**src/rtl/jtopl_out_pkg.sv**
```systemverilog
// Shared constants, pipeline stage types and the output saturation helper
// for the OPL sound output stage.
package jtopl_out_pkg;

  localparam logic [4:0]         GAIN_UNITY = 5'd8;
  localparam int                 GAIN_FRAC  = 3;
  localparam logic signed [15:0] SND_MAX    = 16'sh7FFF;
  localparam logic signed [15:0] SND_MIN    = 16'sh8000;

  localparam logic signed [21:0] LIM_HI = 22'sd32767;
  localparam logic signed [21:0] LIM_LO = -22'sd32768;

  // Captured input word, held until the next capture event.
  typedef struct packed {
    logic               v;
    logic signed [15:0] snd;
    logic [4:0]         gain;
  } cap_t;

  // Gain product, wide enough for -32768 * 31.
  typedef struct packed {
    logic               v;
    logic signed [21:0] prod;
  } prod_t;

  function automatic logic signed [15:0] sat16(input logic signed [21:0] x);
    logic signed [15:0] r;
    if (x > LIM_HI) begin
      r = SND_MAX;
    end else if (x < LIM_LO) begin
      r = SND_MIN;
    end else begin
      r = x[15:0];
    end
    return r;
  endfunction

endpackage

```
**src/rtl/jtopl_snd_fifo.sv**
```systemverilog
// Small circular sample FIFO with a registered head word, so the sink sees the
// new head on the same edge as a pop and a stable value while empty.
module jtopl_snd_fifo
  import jtopl_out_pkg::*;
#(
  parameter int DEPTH = 4,
  parameter int AW    = 2
) (
  input  logic               clk,
  input  logic               rst,
  input  logic               push,
  input  logic signed [15:0] din,
  input  logic               rd_ready,
  output logic               valid,
  output logic signed [15:0] head,
  output logic [AW:0]        level,
  output logic               drop
);

  logic signed [15:0] mem_q [DEPTH];
  logic [AW-1:0]      wr_ptr_q, wr_ptr_d;
  logic [AW-1:0]      rd_ptr_q, rd_ptr_d;
  logic [AW:0]        count_q, count_d;
  logic signed [15:0] head_q, head_d;
  logic               full, empty, pop_en, wr_en;
  logic [AW:0]        remaining;

  assign full   = (count_q == (AW+1)'(DEPTH));
  assign empty  = (count_q == '0);
  assign pop_en = !empty && rd_ready;
  // A full FIFO still accepts a push when a pop frees a slot on the same edge.
  assign wr_en  = push && (!full || pop_en);
  assign drop   = push && full && !pop_en;

  assign remaining = count_q - (AW+1)'(pop_en);

  always_comb begin
    wr_ptr_d = wr_ptr_q + AW'(wr_en);
    rd_ptr_d = rd_ptr_q + AW'(pop_en);
    count_d  = count_q + (AW+1)'(wr_en) - (AW+1)'(pop_en);
    head_d   = head_q;
    if (wr_en && remaining == '0) begin
      head_d = din;
    end else if (remaining != '0) begin
      head_d = mem_q[rd_ptr_d];
    end
  end

  generate
    for (genvar gi = 0; gi < DEPTH; gi++) begin : g_mem
      always_ff @(posedge clk or posedge rst) begin
        if (rst) begin
          mem_q[gi] <= '0;
        end else if (wr_en && wr_ptr_q == AW'(gi)) begin
          mem_q[gi] <= din;
        end
      end
    end
  endgenerate

  always_ff @(posedge clk or posedge rst) begin
    if (rst) begin
      wr_ptr_q <= '0;
      rd_ptr_q <= '0;
      count_q  <= '0;
      head_q   <= '0;
    end else begin
      wr_ptr_q <= wr_ptr_d;
      rd_ptr_q <= rd_ptr_d;
      count_q  <= count_d;
      head_q   <= head_d;
    end
  end

  assign valid = !empty;
  assign head  = head_q;
  assign level = count_q;

endmodule

```
**src/rtl/jtopl_snd_out.sv**
```systemverilog
// OPL output stage: captures the accumulator word on each sample strobe,
// applies a saturating Q2.3 master gain and queues results for the sink.
module jtopl_snd_out
  import jtopl_out_pkg::*;
#(
  parameter int DEPTH = 4,
  parameter int AW    = 2
) (
  input  logic               clk,
  input  logic               rst,
  input  logic               cenop,
  input  logic               sample,
  input  logic signed [15:0] snd_in,
  input  logic [4:0]         gain,
  input  logic               out_ready,
  output logic               out_valid,
  output logic signed [15:0] out_snd,
  output logic [AW:0]        level,
  output logic               ovf,
  input  logic               ovf_clr
);

  cap_t               cap_q, cap_d;
  prod_t              prd_q, prd_d;
  logic               ovf_q, ovf_d;
  logic signed [21:0] scaled;
  logic signed [15:0] sat_word;
  logic               fifo_drop;

  always_comb begin
    cap_d   = cap_q;
    cap_d.v = cenop && sample;
    if (cenop && sample) begin
      cap_d.snd  = snd_in;
      cap_d.gain = gain;
    end
  end

  always_comb begin
    prd_d.v    = cap_q.v;
    prd_d.prod = $signed({{6{cap_q.snd[15]}}, cap_q.snd}) * $signed({17'd0, cap_q.gain});
  end

  // Arithmetic shift floors toward -inf, matching the OPL DAC rounding.
  assign scaled   = prd_q.prod >>> GAIN_FRAC;
  assign sat_word = sat16(scaled);

  always_comb begin
    ovf_d = ovf_q;
    if (ovf_clr) begin
      ovf_d = 1'b0;
    end
    if (fifo_drop) begin
      ovf_d = 1'b1;
    end
  end

  always_ff @(posedge clk or posedge rst) begin
    if (rst) begin
      cap_q <= '0;
      prd_q <= '0;
      ovf_q <= 1'b0;
    end else begin
      cap_q <= cap_d;
      prd_q <= prd_d;
      ovf_q <= ovf_d;
    end
  end

  jtopl_snd_fifo #(
    .DEPTH (DEPTH),
    .AW    (AW)
  ) u_fifo (
    .clk      (clk),
    .rst      (rst),
    .push     (prd_q.v),
    .din      (sat_word),
    .rd_ready (out_ready),
    .valid    (out_valid),
    .head     (out_snd),
    .level    (level),
    .drop     (fifo_drop)
  );

  assign ovf = ovf_q;

endmodule

```
**config.mk**
```make
export PLATFORM = sky130hd
export DESIGN_NAME = jtopl_snd_out
export DESIGN_NICKNAME = d
export VERILOG_FILES = /design/src/rtl/jtopl_out_pkg.sv /design/src/rtl/jtopl_snd_fifo.sv /design/src/rtl/jtopl_snd_out.sv
export SDC_FILE = /design/constraint.sdc
export NUM_CORES = 1
export LEC_CHECK = 0
export ABC_AREA = 0
export BUFFER_PORTS_ARGS = -buffer_cell sky130_fd_sc_hd__buf_4
export CAP_MARGIN = 0
export CORE_MARGIN = 1.5
export CORE_UTILIZATION = 40
export DETAILED_ROUTE_END_ITERATION = 12
export GPL_TIMING_DRIVEN = 0
export PLACE_DENSITY = 0.64
export REMOVE_ABC_BUFFERS = 1
export SYNTH_ARGS = -nofsm -noshare
export SYNTH_HDL_FRONTEND = slang
export SYNTH_HIERARCHICAL = 1
export SYNTH_SLANG_ARGS = --single-unit
```
**constraint.sdc**
```tcl
create_clock -name clk -period 11.2 [get_ports clk]
set_input_delay 1.12 -clock clk [delete_from_list [all_inputs] [get_ports clk]]
set_output_delay 1.12 -clock clk [all_outputs]
set_load 0.01 [all_outputs]
```
## Word-level counts from Yosys, hierarchy flattened

Cells that the tools add are included.

- $add $sub $neg: 5
- Multiply operators: 1
- Magnitude comparators: 3
- Eq/ne operators: 4
- Multiplexer cells: 9
- Bitwise gates (word level): 1
- Reductions and logical operators: 20

Operators by type and width:

| cell | count |
|---|---|
| $mux 16 | 6 |
| $bmux 16 s2 | 1 |
| $mul 16x6->22 | 1 |
| $gt 19x16->1 const B | 1 |
| $lt 19x16->1 const B | 1 |
| $logic_and 1x1->1 | 10 |
| $logic_not 3->1 | 2 |
| $sub 3x1->3 | 2 |
| $add 2x1->2 | 2 |
| $eq 2x2->1 const B | 2 |
| $reduce_bool 2->1 | 2 |
| $add 3x1->3 | 1 |
| $eq 3x3->1 const B | 1 |
| $ge 3x3->1 const B | 1 |
| $logic_not 1->1 | 3 |
| $not 2->3 | 1 |
| $reduce_bool 3->1 | 1 |
| $eq 2x1->1 const B | 1 |
| $logic_not 2->1 | 1 |
| $mux 1 | 2 |
| $logic_or 1x1->1 | 1 |

- Register bits: 133
- Input bits: 27
- Output and inout port bits: 21
- Logic and storage cells: 57

## Logic depth before layout (Yosys ltp)

- Depth in word-level cells: 10
- Gate-level depth with buffers: 15
- Depth with buffers taken out: 13

## Hierarchy

Netlist, hierarchy kept.

By module, submodules not included:

| module | instances | cells an instance | area an instance (um^2) | sequential area each (um^2) |
|---|---|---|---|---|
| jtopl_snd_out | 1 | 456 | 4519.3 | 1076.0 |
| jtopl_snd_fifo | 1 | 311 | 3986.3 | 2177.1 |

## Worst setup path after synthesis

No wires, ideal clock.

- Path kind: register -> register
- Start point: reg cap_q[0] (netlist bit)
- End point: reg prd_q[19] (netlist bit)
- Setup time: 0.077 ns
- Data arrival time: 3.841 ns
- Data required time: 11.123 ns
- Slack: 7.282 ns
- Stages on the path, launching flop included: 16
- Period minus slack after synthesis: 3.918 ns
- Path through: dfrtp_1 clkbuf_1 nand2_1 fa_1 inv_1 fa_1 inv_1 fa_1 inv_1 ha_1 buf_4 nand4_4 or3_4 o221a_4 or2_0 a21oi_1

RTL lines:

| element | RTL line | source |
|---|---|---|
| start: declaration | jtopl_snd_out.sv:23 | `cap_t cap_q, cap_d;` |
| start signal: assignment | jtopl_snd_out.sv:64 | `cap_q <= cap_d;` |
| end signal: assignment | jtopl_snd_out.sv:65 | `prd_q <= prd_d;` |
| end: declaration | jtopl_snd_out.sv:24 | `prod_t prd_q, prd_d;` |

==> out/qor.yml <==
status: "finished clean"
critPathMaxStageDelay_ns: 0.64
endpoint_kind: "flop"
crit_required_ns: 11.49
crit_arrival_ns: 4.65
gp_congestion: 0.812
start_util_pct: 40.6
leakagePower_nw: 4.67
cts_resized: 0
diodes: 0
powerDensity_nw_per_um2: 325
tns_ns: 0
numCtsBuffers: 17
via_per_inst: 5.03
clockBufferDepth: 2
instances_no_fill: 1091
placedCellCount: 1059
wl_um: 16600
drtAntennaViolNets: 0
grt_setup_unrepaired: "false"
clock_sink_count: 130
grt_first_pass_wirelength_um: 28500
post-cts-setup-buffers: 0
first_pass_iters: 4
die_x_um: 149
drive_above_1_share_pct: 22.1
timing.final.crit_share_pct: 39.0
ys.flop_type: "dfrtp_1"
synth_edf_count: 0
grt_pass1_vias: 5667
finalInstanceArea_sq_um: 9650
drt_iter0_markers: 258
period_needed_ns: 4.36
place_area_sq_um: 9080
netlist_area_sq_um: 8510
ys_ff_latch: 130
antenna_found_initial: 0
tightest_slew_ns: 1.10
cts_root_buf: "clkbuf_16"
synthToLayoutAreaGrowth_pct: 13.5
design.die.area_sq_um: 22100
fp-row-count: 53
final_util_pct: 46.1
netlist_instances: 767
dp_hpwl_um: 11500
finalHoldViolCount: 0
clk_latency_ns: 0.42
critPathKind: "flop to flop"
vias: 5493
wl_per_cell_um: 15.2
fmax_ghz: 0.229
worstHoldPathType: "flop to flop"
max_slew_margin_pct: 26.9
finalSetupViolations: 0
clk_pin_slew_ns: 0.06
h-tree-depth: 4
ys_seq_area_share_pct: 38.2
drcViolationCount: 0
grt_usage_pct: 16.3
start_kind: "flop"
cts_tree: "yes"
die_y_um: 149
cp_max_fo: 16
worst_path_max_delay_cell: "dfrtp_1"
core_sq_um: 21000
gr-total-overflow: 0
vdd.ir_drop.worst_uv: 119
io_buffers: 47
synth_warnings: 6
syn_avg_cell_area_sq_um: 11.1
grt_max_degree: 66
fin_nets: 924
fin_skew_ns: 0.0103
slew_violations: 0
io_pins: 48
ys_types: 59
crit_chain: "nand2_1, fa_1, inv_1, fa_1, inv_1, fa_1, inv_1, ha_1, nand4_1, or4_1, a21oi_1, nor3_1, xnor2_1"
cts_hold_buffers: 0
synthArstFlopShare_pct: 100
cap_violations: 0
[stage by stage]
step | worst slack (ns) | power, mW | hold slack (ns)
3_5_place_dp | 6.82 | 2.60 | 0.346
6_report | 6.84 | 3.14 | 0.346
4_1_cts | 6.80 | 3.17 | 0.351
3_3_place_gp | 6.68 | 2.55 | 0.337
2_1_floorplan | 7.36 | 2.16 | 0.331
5_1_grt | 6.60 | 3.43 | 0.365
[layout by cell type (no fill, tap or decap), types with 14 or more instances in the layout]
cell type	synthesis	final
mux2i_1	16	16
clkbuf_16	0	17
a31oi_1	18	18
fa_1	50	50
and2_1	74	74
buf_4	4	47
a21oi_1	16	15
o21a_1	17	17
mux2_2	75	75
dfrtp_1	130	130
ha_1	44	44
nand2_1	83	83
inv_1	92	90
xnor2_1	15	14
a32o_1	16	16
[power by group]
| group | total [mW] | internal [mW] | switching (mW) | leakage, nW |
|---|---|---|---|---|
| logic | 1.78 | 0.800 | 0.980 | 2.82 |
| registers | 0.815 | 0.690 | 0.125 | 1.58 |
| clock network | 0.541 | 0.328 | 0.212 | 0.272 |
[sequential cells by signal, indices dropped and copies added, names as in the netlist]
register and count:
cap_q 22, u_fifo/wr_ptr_q 2, u_fifo/level 3, ovf 1
prd_q 20, u_fifo/mem_q 64, u_fifo/rd_ptr_q 2, u_fifo/head 16
[kinds of logic (layout without fill, tap and decap cells)]
kind of cell	Yosys count	in the layout	synth area share, %
adders and majority gates	94	94	18.2
buffers and inverters	126	175	6.50
DFF	130	130	38.2
muxes	101	101	13.6
xor gates and xnor gates	23	23	2.37
AOI/OAI and AO/OA	105	105	9.22
and+or+nand+nor	188	188	11.8
[worst paths after layout]
check | start | to | slack [ns] | cells past startpoint
hold reg to reg | cap_q[21]$_DFF_PP0_ | prd_q[22]$_DFF_PP0_ | 0.35 | 0
setup reg to reg | cap_q[0]$_DFFE_PP0P_ | prd_q[18]$_DFF_PP0_ | 6.84 | 13
hold / removal | cap_q[21]$_DFF_PP0_ | prd_q[22]$_DFF_PP0_ | 0.35 | 0
min in group asynchronous | rst | u_fifo/mem_q[16]$_DFFE_PP0P_ | 0.68 | 2
setup / recovery | cap_q[0]$_DFFE_PP0P_ | prd_q[18]$_DFF_PP0_ | 6.84 | 13
max in group asynchronous | rst | u_fifo/head[12]$_DFFE_PP0P_ | 9.91 | 3
[critical path, delay by kind of cell, from the launching register on]
kind | cells | cell delay, ns
xor gates and xnor gates | 1 | 0.14
AOI/OAI and AO/OA | 1 | 0.14
adders and majority gates | 4 | 2.04
buffers and inverters | 3 | 0.14
and+or+nand+nor | 4 | 1.13
DFF | 1 | 0.64
[layer usage]
layer | up-vias | wire length [um] | global-route usage [%]
li1 | 2652 | - | -
met1 | 2731 | 8010 | 22.1
met2 | 100 | 7830 | 26.4
met3 | 10 | 603 | 3.55
met4 | 0 | 117 | 3.96
met5 | - | 0 | 0
[synthesized netlist by cell type (2+ instances only)]
| library cell | instances | share of area [%] |
|---|---|---|
| o21ai_0 | 7 | 0.41 |
| a32o_1 | 16 | 1.9 |
| and2_1 | 74 | 5.4 |
| a211o_1 | 2 | 0.21 |
| buf_6 | 6 | 0.79 |
| clkbuf_1 | 15 | 0.66 |
| nor2_1 | 4 | 0.18 |
| buf_1 | 4 | 0.18 |
| a21o_1 | 11 | 0.97 |
| dfrtp_1 | 130 | 38 |
| or3_1 | 2 | 0.15 |
| buf_4 | 4 | 0.35 |
| mux2i_1 | 16 | 1.9 |
| a211oi_1 | 2 | 0.18 |
| a31oi_1 | 18 | 1.3 |
| fa_1 | 50 | 12 |
| nand4_1 | 4 | 0.29 |
| a21oi_1 | 16 | 0.94 |
| mux2_2 | 75 | 9.9 |
| o31ai_1 | 2 | 0.18 |
| buf_2 | 3 | 0.18 |
| mux2_4 | 10 | 1.8 |
| nand2_1 | 83 | 3.7 |
| o211ai_1 | 2 | 0.18 |
| nand3_1 | 2 | 0.12 |
| inv_1 | 92 | 4.1 |
| xnor2_1 | 15 | 1.5 |
| nor3_1 | 5 | 0.29 |
| o21a_1 | 17 | 1.5 |
| ha_1 | 44 | 6.5 |
| xor2_1 | 8 | 0.82 |
[final cells by class]
class                           instances  area [sq um]
Fill cell                            2040         11300
Tap cell                              275           344
Inverter                               93           352
Timing Repair Buffer                   50           419
Multi-Input combinational cell        511          4710
Clock buffer                           20           437
Clock inverter                         12           135
Sequential cell                       130          3250
Power figures use the tool's default switching activity.
